$ cat config.mk
export PLATFORM = sky130hd
export DESIGN_NAME = fx3_burst_controller
export DESIGN_NICKNAME = d
export VERILOG_FILES = /design/src/rtl/fx3_burst_controller.sv
export SDC_FILE = /design/constraint.sdc
export NUM_CORES = 1
export LEC_CHECK = 0
export CAP_MARGIN = 20
export CORE_MARGIN = 8
export CORE_UTILIZATION = 36
export DETAILED_ROUTE_END_ITERATION = 8
export PLACE_DENSITY = 0.65
export SKIP_LAST_GASP = 1
export SYNTH_ARGS = -nofsm -noshare
export SYNTH_HDL_FRONTEND = slang
export SYNTH_SLANG_ARGS = --single-unit
export TNS_END_PERCENT = 10
$ cat constraint.sdc
create_clock -name fx3Clk -period 2 [get_ports fx3Clk]
set_clock_uncertainty 0.2 [all_clocks]
set_input_delay 0.3 -clock fx3Clk [delete_from_list [all_inputs] [get_ports fx3Clk]]
set_output_delay 0.3 -clock fx3Clk [all_outputs]
set_load 0.02 [all_outputs]
$ cat src/rtl/fx3_burst_controller.sv
// fx3_burst_controller
// Read-side sequencer between the ADC sample FIFO / 10-to-16-bit conversion
// stage and the FX3 GPIF bus. Everything runs in the FX3 clock domain.
// It waits for a full burst in the FIFO and an armed capture. It then issues
// exactly BURST_WORDS FIFO reads, pausing while the FX3 withdraws ready.
// It produces a data-valid strobe aligned to the converted words and an
// end-of-burst marker on the final word.
//
// Parameters
//   BURST_WORDS   words per burst (<= FIFO data-available threshold + 1)
//   READ_LATENCY  fx3Clk cycles from readData to word on the bus, 1..4
// Ports
//   fx3Clk         in   sole clock, rising edge
//   nReset         in   asynchronous active-low reset
//   captureEnable  in   capture armed (only looked at in IDLE)
//   dataAvailable  in   FIFO holds at least BURST_WORDS words
//   fx3Ready       in   FX3 can accept a word this cycle
//   readData       out  FIFO read request (combinational)
//   dataValid      out  word on the data bus is valid
//   endOfBurst     out  pulse with the last dataValid of a burst
//   burstActive    out  registered, high in BURST and DRAIN
//   burstCount     out  completed bursts, wraps at 16 bits
//
// state | meaning
// IDLE  | no reads; start when armed and a full burst is available
// BURST | reading while fx3Ready, until BURST_WORDS reads issued
// DRAIN | waiting for the read pipeline to deliver the last words
module fx3_burst_controller #(
    parameter int BURST_WORDS  = 8192,
    parameter int READ_LATENCY = 2
) (
    input  logic        fx3Clk,
    input  logic        nReset,
    input  logic        captureEnable,
    input  logic        dataAvailable,
    input  logic        fx3Ready,
    output logic        readData,
    output logic        dataValid,
    output logic        endOfBurst,
    output logic        burstActive,
    output logic [15:0] burstCount
);

    localparam int CNT_W = (BURST_WORDS > 1) ? $clog2(BURST_WORDS) : 1;
    localparam logic [CNT_W-1:0] LAST_IDX = CNT_W'(BURST_WORDS - 1);
    localparam logic [1:0] LAT_LOAD = 2'(READ_LATENCY - 1);

    typedef enum logic [1:0] {IDLE, BURST, DRAIN} state_t;

    state_t                 state, nextState;
    logic [CNT_W-1:0]       readCount, readCountNext;
    logic [1:0]             latCount, latCountNext;
    logic [15:0]            burstCountQ;
    logic                   countBump;
    logic                   lastRead;
    logic [READ_LATENCY-1:0] validPipe, lastPipe;

    always_comb begin
        nextState     = state;
        readCountNext = readCount;
        latCountNext  = latCount;
        readData      = 1'b0;
        lastRead      = 1'b0;
        countBump     = 1'b0;
        case (state)
            IDLE: begin
                if (captureEnable && dataAvailable) begin
                    nextState     = BURST;
                    readCountNext = '0;
                end
            end
            BURST: begin
                // arming/availability are deliberately ignored here: a burst
                // always completes once started
                readData = fx3Ready;
                if (fx3Ready) begin
                    readCountNext = readCount + CNT_W'(1);
                    if (readCount == LAST_IDX) begin
                        lastRead     = 1'b1;
                        nextState    = DRAIN;
                        latCountNext = LAT_LOAD;
                    end
                end
            end
            DRAIN: begin
                if (latCount == 2'd0) begin
                    nextState = IDLE;
                    countBump = 1'b1;
                end else begin
                    latCountNext = latCount - 2'd1;
                end
            end
            default: nextState = IDLE;
        endcase
    end

    always_ff @(posedge fx3Clk or negedge nReset) begin
        if (!nReset) begin
            state       <= IDLE;
            readCount   <= '0;
            latCount    <= '0;
            burstCountQ <= '0;
            burstActive <= 1'b0;
        end else begin
            state       <= nextState;
            readCount   <= readCountNext;
            latCount    <= latCountNext;
            burstActive <= (nextState != IDLE);
            if (countBump) begin
                burstCountQ <= burstCountQ + 16'd1;
            end
        end
    end

    // The read strobe and the last-read tag travel down matching delay lines
    // so that dataValid/endOfBurst line up with the converted word.
    always_ff @(posedge fx3Clk or negedge nReset) begin
        if (!nReset) begin
            validPipe <= '0;
            lastPipe  <= '0;
        end else begin
            validPipe[0] <= readData;
            lastPipe[0]  <= lastRead;
            for (int i = 1; i < READ_LATENCY; i++) begin
                validPipe[i] <= validPipe[i-1];
                lastPipe[i]  <= lastPipe[i-1];
            end
        end
    end

    assign dataValid  = validPipe[READ_LATENCY-1];
    assign endOfBurst = lastPipe[READ_LATENCY-1];
    assign burstCount = burstCountQ;

endmodule

==> flow_metrics.tcl, run 1 <==
set metrics [dict create \
    status "finished clean" \
    r2r_start "latCount[0]" \
    tritoncts "built" \
    worst_setup_path_endpoint "burstCount[4]" \
    grt_antenna_before_repair 0 \
    pwr_cell_area_mw_per_mm2 721 \
    report.final.hold_viol_count 0 \
    remaining_drc_errors 0 \
    min_period_ns 1.86 \
    critical_path.n_buffers_inverters 1 \
    place_inst 237 \
    synth.net_count 161 \
    drtPass1Iterations 4 \
    final_core_utilization 0.464 \
    timing.fmax_mhz 539 \
    numCtsBuffers 5 \
    grt_pass1_vias 1273 \
    dieArea_mm2 0.00732 \
    cp.required_ns 1.50 \
    crit_arrival_ns 1.36 \
    ctsRootBufferMaster "sky130_fd_sc_hd__clkbuf_8" \
    viasPerCell 5.11 \
    tritoncts_num_sinks 38 \
    postCtsSetupRepairBufs 0 \
    cts.repair.resized 2 \
    grt.overflow.total 0 \
    antenna_violating_nets_post_route 0 \
    clkTransAtPathRegs_ns 0.07 \
    grt.total_usage 0.102 \
    hold_path_startpoint "validPipe[0]" \
    mappedNetlistArea_mm2 0.00174 \
    clock_path_buffers 2 \
    setup_viol_count_final 0 \
    critical-path-slowest-cell "sky130_fd_sc_hd__clkdlybuf4s50_1" \
    final-instance-count-excl-fill 244 \
    globalplace.congestion 0.787 \
    num_antenna_cells 0 \
    design.core.area_mm2 0.00469 \
    timing.hold.worst.class "reg -> reg" \
    ys_ff_latch 38 \
    worstSkewPairLatency_ns 0.28 \
    timing.critical_path.fanout_max 6 \
    cts_hold_repair.buffers 0 \
    die_x_um 85.6 \
    postSynthCellCount 153 \
    total_power_mw 1.57 \
    path_class "reg -> out" \
    slew_viol_final 0 \
    post-dp-hpwl_mm 2.52 \
    nets 198 \
    final_layout_size_suffix_gt1_frac 0.121 \
    total_leakage_power_nw 0.964 \
    rsz_0062_raised_after_global_routing "false" \
    initial_cell_density_of_the_core 0.371 \
    port-buffer-count 24 \
    finalWirelength_mm 3.41 \
    holdWs_ns 0.148 \
    io_pins 25 \
    yosys_warnings 0 \
    cpLargestDelayFamily "buffers and inverters" \
    worst_slew_margin_rel 0.691 \
    chip_height_um 85.6 \
    worstMarginPinSlew_ns 0.464 \
    timing.max_cap.violations 0 \
    grt_max_degree 39 \
    worst_ir_drop_vdd_uv 315 \
    area_growth_syn_to_layout_pct 24.9 \
    wire_length_of_the_first_global_routing_pass_mm 5.91 \
    yosys_most_used_dff "sky130_fd_sc_hd__dfrtp_1" \
    timing.critical_path.from "burstCount[4]" \
    worst_path_largest_cell_delay_ns 0.64 \
    critical_path.startpoint_type "flop" \
    timing.critical_path.cells "clkdlybuf4s50_1" \
    postSynth.asyncResetShare 1.00 \
    critical_path.endpoint_type "output pin" \
    clock_tree.htree_level_count 2 \
    avgRoutedWirePerCell_um 14.0 \
    r2r.worst_path.cells 6 \
    dr_total_vias 1246 \
    worst-r2r-setup-slack_ns 0.15 \
    synth_area_per_cell_um2 11.4 \
    yosysUniqueCellTypes 37 \
    fin_crit_sh 0.928 \
    ys_seq_area_frac 0.546 \
    detail_route.iter0.violations 52 \
    synth_edf_count 0 \
    critical_path_cell_count 1 \
    timing.rr.end "burstCount[15]" \
    placement_rows 25 \
]
## report_power, final
part	internal [mW]	switching, mW	total (mW)
clock network	0.240	0.246	0.486
registers	0.826	0.0846	0.911
logic	0.0822	0.0908	0.173
total	1.15	0.421	1.57
## flip-flops by register name, indices dropped and copies added (netlist names)
register and cells:
validPipe 2, state 2, burstCount 16, burstActive 1, readCount 13, lastPipe 2, latCount 2
## area by class of cell
type                            count  area [um^2]
Clock buffer                        7         76.3
Fill cell                         453         2520
Inverter                            9         33.8
Multi-Input combinational cell    103          739
Sequential cell                    38          952
Tap cell                           54         67.6
Timing Repair Buffer               33          307
## cell families after synthesis
logic type,after synthesis,synth area share
AO/OA/AOI/OAI,14,0.0524
XOR/XNOR,22,0.111
adder cells (fa/ha/maj),3,0.0216
buffers and inverters,12,0.0295
flip-flops,38,0.546
multiplexers,3,0.0180
AND/OR/NAND/NOR,61,0.222
## layer usage
| layer | wire [um] | global-route usage | share of wire | vias to the layer above |
|---|---|---|---|---|
| met3 | 214 | 0.0439 | 0.063 | 6 |
| met5 | 0 | 0 | 0 | - |
| li1 | - | - | - | 604 |
| met2 | 1650 | 0.169 | 0.48 | 22 |
| met4 | 60 | 0.0430 | 0.018 | 0 |
| met1 | 1490 | 0.111 | 0.44 | 614 |
## worst reg2reg max path, stage by stage, from the launching register on
cell                      delay (ns)
sky130_fd_sc_hd__dfrtp_1        0.36
sky130_fd_sc_hd__inv_1          0.09
sky130_fd_sc_hd__ha_1           0.22
sky130_fd_sc_hd__and4b_1        0.24
sky130_fd_sc_hd__and4_1         0.33
sky130_fd_sc_hd__nand4_1        0.15
sky130_fd_sc_hd__xnor2_1        0.14
## Yosys cell counts (all sizes together), types with 2 or more instances
master / number / area share
ha: 3 / 0.022
a22o: 2 / 0.010
nor2b: 3 / 0.011
and2: 2 / 0.0072
inv: 9 / 0.019
and4: 3 / 0.015
a21oi: 4 / 0.011
or3: 2 / 0.0079
a31oi: 2 / 0.0072
buf: 3 / 0.010
nand2: 12 / 0.026
nand3b: 2 / 0.0086
nand3: 9 / 0.026
nor4: 4 / 0.032
mux2i: 2 / 0.011
dfrtp: 38 / 0.55
o21ai: 2 / 0.0057
nor3: 3 / 0.011
xnor2: 19 / 0.096
xor2: 3 / 0.015
nand2b: 2 / 0.0072
nor2: 7 / 0.015
nand4: 6 / 0.030
and3: 3 / 0.011
## stage by stage
stage / instance area (um^2) / worst slack [ns] / setup TNS [ns]
floorplan: 1740 / 0.277 / 0
global placement: 2100 / -0.110 / -0.116
detailed placement: 2100 / -0.127 / -0.244
CTS: 2180 / 0.110 / 0
global route: 2180 / 0.00853 / 0
finish: 2180 / 0.144 / 0
## cells in the final DEF (no fill, tap or decap), types with 3 or more instances in the layout
master,n
sky130_fd_sc_hd__clkdlybuf4s50_1,23
sky130_fd_sc_hd__ha_1,3
sky130_fd_sc_hd__xor2_1,3
sky130_fd_sc_hd__nor2_1,7
sky130_fd_sc_hd__buf_4,9
sky130_fd_sc_hd__clkbuf_8,5
sky130_fd_sc_hd__nand4_1,5
sky130_fd_sc_hd__dfrtp_1,37
sky130_fd_sc_hd__a21oi_1,4
sky130_fd_sc_hd__nand2_1,12
sky130_fd_sc_hd__inv_1,9
sky130_fd_sc_hd__nor2b_1,3
sky130_fd_sc_hd__and3_1,3
sky130_fd_sc_hd__and4_1,3
sky130_fd_sc_hd__nand3_1,9
sky130_fd_sc_hd__xnor2_1,19
## how the worst min path moves through the flow
stage / slack (ns) / cells after the start / endpoint
detailed placement: 0.13 / 0 / validPipe[1]
global placement: 0.14 / 0 / validPipe[1]
finish: 0.15 / 0 / validPipe[1]
CTS: 0.15 / 0 / lastPipe[1]
global route: 0.15 / 0 / validPipe[1]
floorplan: -0.20 / 0 / burstActive
Note: power is estimated with default switching activity, not from simulation.
==> inputs of run 2 (changes only) <==
--- a/config.mk
+++ b/config.mk
@@ -10,6 +10,7 @@
 export CORE_UTILIZATION = 36
 export DETAILED_ROUTE_END_ITERATION = 8
 export PLACE_DENSITY = 0.65
+export REMOVE_ABC_BUFFERS = 1
 export SKIP_LAST_GASP = 1
 export SYNTH_ARGS = -nofsm -noshare
 export SYNTH_HDL_FRONTEND = slang
==> flow_metrics.tcl, run 2 (synthesis gave the netlist of run 1 again) <==
set metrics [dict create \
    design.core.area_mm2 0.00469 \
    cts_hold_repair.buffers 0 \
    postCtsSetupRepairBufs 0 \
    final_common_cell "sky130_fd_sc_hd__dfrtp_1" \
    timing.critical_path.from "burstCount[4]" \
    initial_cell_density_of_the_core 0.371 \
    hold_path_startpoint "validPipe[0]" \
    chip_height_um 85.6 \
    mostFrequentLayoutCells "sky130_fd_sc_hd__dfrtp_1, sky130_fd_sc_hd__clkdlybuf4s50_1, sky130_fd_sc_hd__xnor2_1" \
    grt_pass1_vias 1347 \
    total_power_mw 1.75 \
    timing.hold.worst.class "reg -> reg" \
    holdWs_ns 0.153 \
    clock_tree.htree_level_count 2 \
    path_class "reg -> out" \
    avgRoutedWirePerCell_um 13.5 \
    critical_path.endpoint_type "output pin" \
    io_pins 25 \
    report.final.hold_viol_count 0 \
    die_x_um 85.6 \
    met2_usage 0.168 \
    placement_rows 25 \
    nets 199 \
    antenna_violating_nets_post_route 0 \
    worst_path_largest_cell_delay_ns 0.64 \
    crit_arrival_ns 1.36 \
    largest_reg_flops 16 \
    post-dp-hpwl_mm 2.44 \
    grt_most_used_layer "met2" \
    clock_path_buffers 2 \
    final_layout_size_suffix_gt1_frac 0.136 \
    port-buffer-count 24 \
    groute.layer.met3.usage 0.0449 \
    wire_length_of_the_first_global_routing_pass_mm 6.01 \
    pwr_cell_area_mw_per_mm2 786 \
    timing.critical_path.fanout_max 6 \
    layout_setup_ws_ns 0.142 \
    tns_ns 0 \
    seq_area_um2 951 \
    dp_worst_setup_slack_ns -0.0946 \
    min_period_ns 1.86 \
    worstSkewPairLatency_ns 0.28 \
    timing.max_cap.violations 0 \
    tritoncts "built" \
    timing.fmax_mhz 538 \
    tritoncts_num_sinks 38 \
    numCtsBuffers 5 \
    remaining_drc_errors 0 \
    setup_viol_count_final 0 \
    dr_total_vias 1228 \
    worst_slew_margin_rel 0.684 \
    drtPass1Iterations 4 \
    critical_path.n_buffers_inverters 1 \
    critical-path-slowest-cell "sky130_fd_sc_hd__clkdlybuf4s50_1" \
    total_leakage_power_nw 0.988 \
    area_growth_syn_to_layout_pct 27.4 \
    detail_route.iter0.violations 59 \
    worst_ir_drop_vdd_uv 358 \
    timing.critical_path.cells "clkdlybuf4s50_1" \
    worstMarginPinSlew_ns 0.474 \
    cpLargestDelayFamily "buffers and inverters" \
    cp.required_ns 1.50 \
    gr-usage-met1 0.114 \
    status "finished clean" \
    rsz_0062_raised_after_global_routing "false" \
    cts.repair.resized 1 \
    num_antenna_cells 0 \
    fin_crit_sh 0.929 \
    grt_antenna_before_repair 0 \
    r2r_start "latCount[0]" \
    grt.total_usage 0.100 \
    globalplace.congestion 0.769 \
    viasPerCell 5.01 \
    grt.overflow.total 0 \
    critical_path.startpoint_type "flop" \
    dieArea_mm2 0.00732 \
    ctsRootBufferMaster "sky130_fd_sc_hd__clkbuf_8" \
    slew_viol_final 0 \
    clkTransAtPathRegs_ns 0.07 \
    grt_max_degree 39 \
    finalWirelength_mm 3.30 \
    fill_cells 423 \
    area_occupied_by_multi_input_gates_um2 741 \
]
-- run 2: cell count changes in the layout (fill, tap and decap cells not counted) --
| cell | before | now |
|---|---|---|
| sky130_fd_sc_hd__buf_4 | 9 | 10 |
| sky130_fd_sc_hd__clkbuf_1 | 2 | 0 |
| sky130_fd_sc_hd__dfrtp_1 | 37 | 38 |
| sky130_fd_sc_hd__bufinv_16 | 0 | 1 |
| sky130_fd_sc_hd__clkbuf_8 | 5 | 6 |
| sky130_fd_sc_hd__and4_2 | 0 | 1 |
| sky130_fd_sc_hd__dfrtp_2 | 1 | 0 |
| sky130_fd_sc_hd__and4_1 | 3 | 2 |
-- run 2: final timing paths --
path,end,slack [ns],cells after the start
worst min register to register,validPipe[1],0.15,0
max in group asynchronous,state[0],1.03,2
worst max-delay path,burstCount[4],0.14,1
worst min-delay path,validPipe[1],0.15,0
min in group asynchronous,burstCount[8],0.24,2
worst max register to register,burstCount[7],0.19,6
-- run 2: final cells by class --
class / instances / share of cell area
clock buffers: 6 / 0.0372
clock inverters: 1 / 0.0135
inverters: 9 / 0.0152
multi-input cells: 103 / 0.334
flip-flops and latches: 38 / 0.428
well taps: 54 / 0.0304
repair buffers: 34 / 0.141
-- run 2: where the power goes --
part	leakage [nW]	switching [mW]	total, mW	internal [mW]
combinational	0.437	0.0944	0.177	0.0824
sequential	0.493	0.0840	0.910	0.826
clock	0.0573	0.260	0.659	0.399
-- run 2: metal layers --
metal  share of wire  wire (um)
met4          0.0082         27
met3           0.065        215
met2            0.46       1510
met1            0.47       1540
met5               0          0
-- run 2: through the flow --
step / cells / utilization / instance area (um^2)
after floorplan: 150 / - / 1720
after global placement: 238 / 0.449 / 2110
after detailed placement: 238 / 0.449 / 2110
after CTS: 245 / 0.473 / 2220
after global routing: 245 / 0.473 / 2220
final: 245 / 0.473 / 2220
